<file path="src/rtl/usr_pkg.sv">
// Shared definitions for the universal shift register: mode encodings and
// the shift-counter width helper.
package usr_pkg;

    localparam logic [1:0] MODE_HOLD = 2'b00;
    localparam logic [1:0] MODE_LOAD = 2'b01;
    localparam logic [1:0] MODE_SHL  = 2'b10;
    localparam logic [1:0] MODE_SHR  = 2'b11;

    // Bits needed to hold the values 0..limit inclusive.
    function automatic int cnt_width(input int limit);
        return $clog2(limit + 1);
    endfunction

endpackage

</file>
<file path="src/rtl/shift_counter.sv">
// Saturating shift counter: counts accepted shifts up to LIMIT and raises
// Done on the edge where the count reaches LIMIT.
module shift_counter
    import usr_pkg::*;
#(
    parameter int LIMIT = 32,
    parameter int CW    = cnt_width(LIMIT)
) (
    input  logic          Clk,
    input  logic          Reset,
    input  logic          Clear,
    input  logic          Inc,
    output logic [CW-1:0] Count,
    output logic          Done
);

    localparam logic [CW-1:0] LIM = CW'(LIMIT);

    logic [CW-1:0] r_count;
    logic          r_done;
    logic [CW-1:0] w_next;

    assign w_next = r_count + CW'(1);

    always_ff @(posedge Clk or posedge Reset) begin
        if (Reset) begin
            r_count <= '0;
            r_done  <= 1'b0;
        end else if (Clear) begin
            r_count <= '0;
            r_done  <= 1'b0;
        end else if (Inc && !r_done) begin
            r_count <= w_next;
            r_done  <= (w_next == LIM);
        end
    end

    assign Count = r_count;
    assign Done  = r_done;

endmodule

</file>
<file path="src/rtl/universal_shift_register.sv">
// WIDTH-bit register with preset, parallel load and serial shift left/right,
// plus a saturating shift counter. Define USR_ROTATE_EN to add the Rotate input.
module universal_shift_register
    import usr_pkg::*;
#(
    parameter int               WIDTH        = 32,
    parameter logic [WIDTH-1:0] PRESET_VALUE = {WIDTH{1'b1}},
    parameter int               COUNT_LIMIT  = WIDTH,
    parameter int               CW           = cnt_width(COUNT_LIMIT)
) (
    input  logic             Clk,
    input  logic             Reset,
    input  logic             Preset,
    input  logic             En,
    input  logic [1:0]       Mode,
    input  logic [WIDTH-1:0] D,
    input  logic             SerialInL,
    input  logic             SerialInR,
`ifdef USR_ROTATE_EN
    input  logic             Rotate,
`endif
    output logic [WIDTH-1:0] Q,
    output logic [WIDTH-1:0] Qbar,
    output logic             ShiftOut,
    output logic [CW-1:0]    ShiftCount,
    output logic             Done
);

    logic [WIDTH-1:0] r_q;
    logic             r_shout;
    logic             w_done;
    logic             w_load;
    logic             w_shift;
    logic             w_in_l;
    logic             w_in_r;

    // Load and preset both restart the shift sequence; shifts stop once Done.
    assign w_load  = Preset || (En && (Mode == MODE_LOAD));
    assign w_shift = !Preset && En && Mode[1] && !w_done;

`ifdef USR_ROTATE_EN
    assign w_in_l = Rotate ? r_q[WIDTH-1] : SerialInL;
    assign w_in_r = Rotate ? r_q[0]       : SerialInR;
`else
    assign w_in_l = SerialInL;
    assign w_in_r = SerialInR;
`endif

    always_ff @(posedge Clk or posedge Reset) begin
        if (Reset) begin
            r_q     <= '0;
            r_shout <= 1'b0;
        end else if (Preset) begin
            r_q     <= PRESET_VALUE;
            r_shout <= 1'b0;
        end else if (w_load) begin
            r_q     <= D;
            r_shout <= 1'b0;
        end else if (w_shift) begin
            if (Mode == MODE_SHL) begin
                r_q     <= {r_q[WIDTH-2:0], w_in_l};
                r_shout <= r_q[WIDTH-1];
            end else begin
                r_q     <= {w_in_r, r_q[WIDTH-1:1]};
                r_shout <= r_q[0];
            end
        end
    end

    shift_counter #(
        .LIMIT (COUNT_LIMIT),
        .CW    (CW)
    ) u_cnt (
        .Clk   (Clk),
        .Reset (Reset),
        .Clear (w_load),
        .Inc   (w_shift),
        .Count (ShiftCount),
        .Done  (w_done)
    );

    assign Q        = r_q;
    assign Qbar     = ~r_q;
    assign ShiftOut = r_shout;
    assign Done     = w_done;

endmodule
</file>
<file path="config.mk">
export PLATFORM = sky130hd
export DESIGN_NAME = universal_shift_register
export DESIGN_NICKNAME = d
export VERILOG_FILES = /design/src/rtl/usr_pkg.sv /design/src/rtl/shift_counter.sv /design/src/rtl/universal_shift_register.sv
export SDC_FILE = /design/constraint.sdc
export NUM_CORES = 1
export LEC_CHECK = 0
export ABC_CLOCK_PERIOD_IN_PS = 1300
export BUFFER_PORTS_ARGS = -buffer_cell sky130_fd_sc_hd__buf_2
export CORE_MARGIN = 2
export CORE_UTILIZATION = 30
export CTS_BUF_LIST = sky130_fd_sc_hd__clkbuf_4 sky130_fd_sc_hd__clkbuf_8
export DETAILED_ROUTE_END_ITERATION = 10
export PLACE_DENSITY = 0.65
export SLEW_MARGIN = 0
export SYNTH_ARGS = -nofsm -noshare
export SYNTH_HDL_FRONTEND = slang
export SYNTH_SLANG_ARGS = --single-unit
</file>
<file path="constraint.sdc">
create_clock -name Clk -period 1.3 [get_ports Clk]
set_input_delay 0.065 -clock Clk [delete_from_list [all_inputs] [get_ports Clk]]
set_output_delay 0.065 -clock Clk [all_outputs]
set_load 0.05 [all_outputs]
</file>
==> flow_summary.toml <==
[outcome]
outcome = "complete, but fails checks"
failed_checks = "setup timing"

[final_layout]
drive_above_1_share_pct = 55.7
areaGrowthSynthToFinish_pct = 51.7
final-seq-area_sq_um = 1040
fill_cells = 751
final_cell_area_sq_um = 3560
n_antenna_cell = 0
area_of_the_multi_input_gates_sq_um = 1220
finalNetCount = 427

[global_route]
grt_first_pass_wirelength_mm = 11.2
track_usage_pct = 16.2
grt_overflow = 0
met3_usage_grt_pct = 3.58
groute.layer.met1.usage_pct = 22.5
busiest_layer = "met2"
grt_start_max_net_pins = 24
met2_usage_pct = 25.8
number_of_global_route_vias_before_repair = 2227
antenna_found_initial = 0

[floorplan]
die-height_um = 92.4
die_width_um = 92.4
initial_util_pct = 30.7
core_rows = 32
boundaryPins = 112
core_area_sq_um = 7650
full_die_area_sq_um = 8540

[synthesis]
area_share_of_and_or_nand_nor_cells_after_synthesis_pct = 11.9
synth_top_family_by_area = "compound AO/OA/AOI/OAI gates"
ys_types = 31
synthFlopType = "dfrtp_1"
largest_cells_by_area_after_synthesis = "dfrtp_1, mux2i_1, a32oi_1, nand2_1, inv_1"
asyncSetResetFlopFracSynth_pct = 100
synth_nets = 294
synthDominantCellAreaShare_pct = 42.7
synth.ff_latch_count = 40
syn_inst = 252
synth-compound-area-share_pct = 20.2
syn-cell-area_sq_um = 2340
synthMuxAreaShare_pct = 13.8
syn_area_per_cell_sq_um = 9.30
yosysWarnings = 0
seq_area_frac_synth_pct = 42.7
synth.cells.most_frequent = "nand2_1, dfrtp_1, inv_1, mux2i_1, a32oi_1"
post_synth_fa_ha_maj_area_fraction_pct = 1.07
synth_top_area_cell = "dfrtp_1"
xor_and_xnor_area_share_after_synthesis_pct = 1.49
yosysMostFrequentCell = "nand2_1"
synth_enable_flop_cells = 0

[setup_path]
reg2reg_setup_slack_ns = -0.04
crit_path_end_kind = "flop"
worst_path_max_delay_cell = "dfrtp_2"
cp_cell_sequence = "and4bb_2 > a211oi_4 > nor2_2 > buf_6 > a32oi_1"
crit_path_max_fanout = 14
slowest_delay_ns = 0.36
required_ns = 1.50
worst_ep_arrival_time_ns = 1.54
crit_path_launch_type = "flop"
critPathKind = "flop to flop"

[drt]
drt_iter0_drc = 173
drtPass1Iterations = 4
viasPerCell = 5.00
routed_wire_length_mm = 7.12
antenna_violating_nets_post_route = 0
drt_drc_violations_left = 0
detail_route.wl_per_cell_um = 14.6
via_count = 2438

[pwr]
post-layout-total-power_w = 0.00409
p_per_area_nw_per_um2 = 1150
ir_worst_vdd_uv = 532
power.leakage_nw = 1.70

[timing]
finalHoldViolations = 0
finalSetupViolations = 23
slew_headroom_pct = 60.2
rsz_0062_raised_after_global_routing = "true"
tightest_slew_ns = 0.593
finalWorstPathRequiredPeriod_ns = 1.34
maxSlewViolCount = 0
timing.setup.tns_ns = -0.570
setup_slack_ns = -0.0412
clock_skew_ns = 0.00897
final.period_utilization_pct = 103
max_freq_mhz = 746

[clock_network]
clkSlewWorstSetupHoldPaths_ns = 0.08
clock_tree.htree_level_count = 2
tritoncts.num_buffers = 5
clock_latency_ns = 0.29
cts-root-to-sink-buffers = 2
root_buffer = "clkbuf_8"
clock_tree_from_tritoncts = "yes"
numClockSinks = 40

[placement]
detailedPlacementHpwl_mm = 5.28
rd_place_congestion = 0.825
placed_cell_area_sq_um = 3290
numPortBuffers = 111

[flow_run]
drv.max_cap_violation_count = 0

[worst_hold_path]
hold_path.class = "input port to flop"
==> repair_timing <==
action | 4_1_cts | 5_1_grt
resized for setup | 5 | 18
hold endpoints to repair | 17 | 2
buffers inserted | 1 | 0
pin swaps | 1 | 6
setup endpoints to repair | 27 | 38
hold buffers | 4 | 2
gates cloned | 0 | 1
==> power breakdown <==
group	leakage (nW)	internal (W)	switching, W
Clock	0.0586	0.000591	0.000448
Combinational	1.24	0.000452	0.00113
Sequential	0.402	0.00136	0.000120
Total	1.70	0.00240	0.00169
==> sequential cells by signal, summed over array words and instances (netlist names) <==
signal / flops
u_cnt.Done: 1
u_cnt.Count: 6
ShiftOut: 1
Q: 32
==> final timing paths <==
kind | cells past startpoint | startpoint | to
min | 2 | D[8] | Q[8]$_DFFE_PP0P_
max reg2reg | 5 | u_cnt.Done$_DFFE_PP0P_ | Q[29]$_DFFE_PP0P_
max in group asynchronous | 4 | Reset | Q[28]$_DFFE_PP0P_
min in group asynchronous | 3 | Reset | Q[16]$_DFFE_PP0P_
min reg2reg | 2 | ShiftOut$_DFFE_PP0P_ | ShiftOut$_DFFE_PP0P_
max | 5 | u_cnt.Done$_DFFE_PP0P_ | Q[29]$_DFFE_PP0P_
==> worst max-delay path: cells and delay by family, from the launching register on <==
family / cells / cell delay [ns]
AND/OR/NAND/NOR: 2 / 0.33
buffers and inverters: 1 / 0.16
flip-flops: 1 / 0.36
AO/OA/AOI/OAI: 2 / 0.41
==> cells by family after synthesis <==
group                      Yosys count
AOI/OAI and AO/OA                   59
xor gates and xnor gates             4
adders and majority gates            2
muxes                               32
buffers and inverters               51
DFF                                 40
and+or+nand+nor                     64
==> area by class of cell <==
cell class,count,area share [%]
inverter,34,5.80
clock inverter,2,0.985
clock buffer,6,2.15
multi-input combinational,161,34.2
timing repair buffer,143,24.1
sequential,40,29.2
tap,102,3.59
==> per-layer routing <==
metal	wire (um)	vias up	part of all wire, %
met3	392	10	5.5
met4	96	0	1.3
li1	-	1155	-
met2	3380	91	47
met5	0	-	0
met1	3250	1182	46
==> stage by stage <==
stage | hold slack (ns) | util [%] | std cells | setup WS (ns)
floorplan | 0.211 | - | 252 | -0.179
detailed placement | 0.0750 | 43.1 | 473 | -0.0973
CTS | 0.00000910 | 45.4 | 486 | -0.0524
global placement | 0.0865 | 43.1 | 473 | -0.0495
global route | 0.00382 | 46.5 | 488 | -0.120
finish | 0.00466 | 46.5 | 488 | -0.0412
==> cells in the final DEF (no fill, tap or decap), types with 11 or more instances in the layout <==
cell / instances
buf_2: 111
nand2_1: 46
mux2i_1: 30
dfrtp_2: 29
clkinvlp_4: 21
a32oi_1: 18
buf_4: 18
inv_1: 12
dfrtp_1: 11
o21bai_1: 11
a221o_1: 11
(Power assumes the default switching activity.)
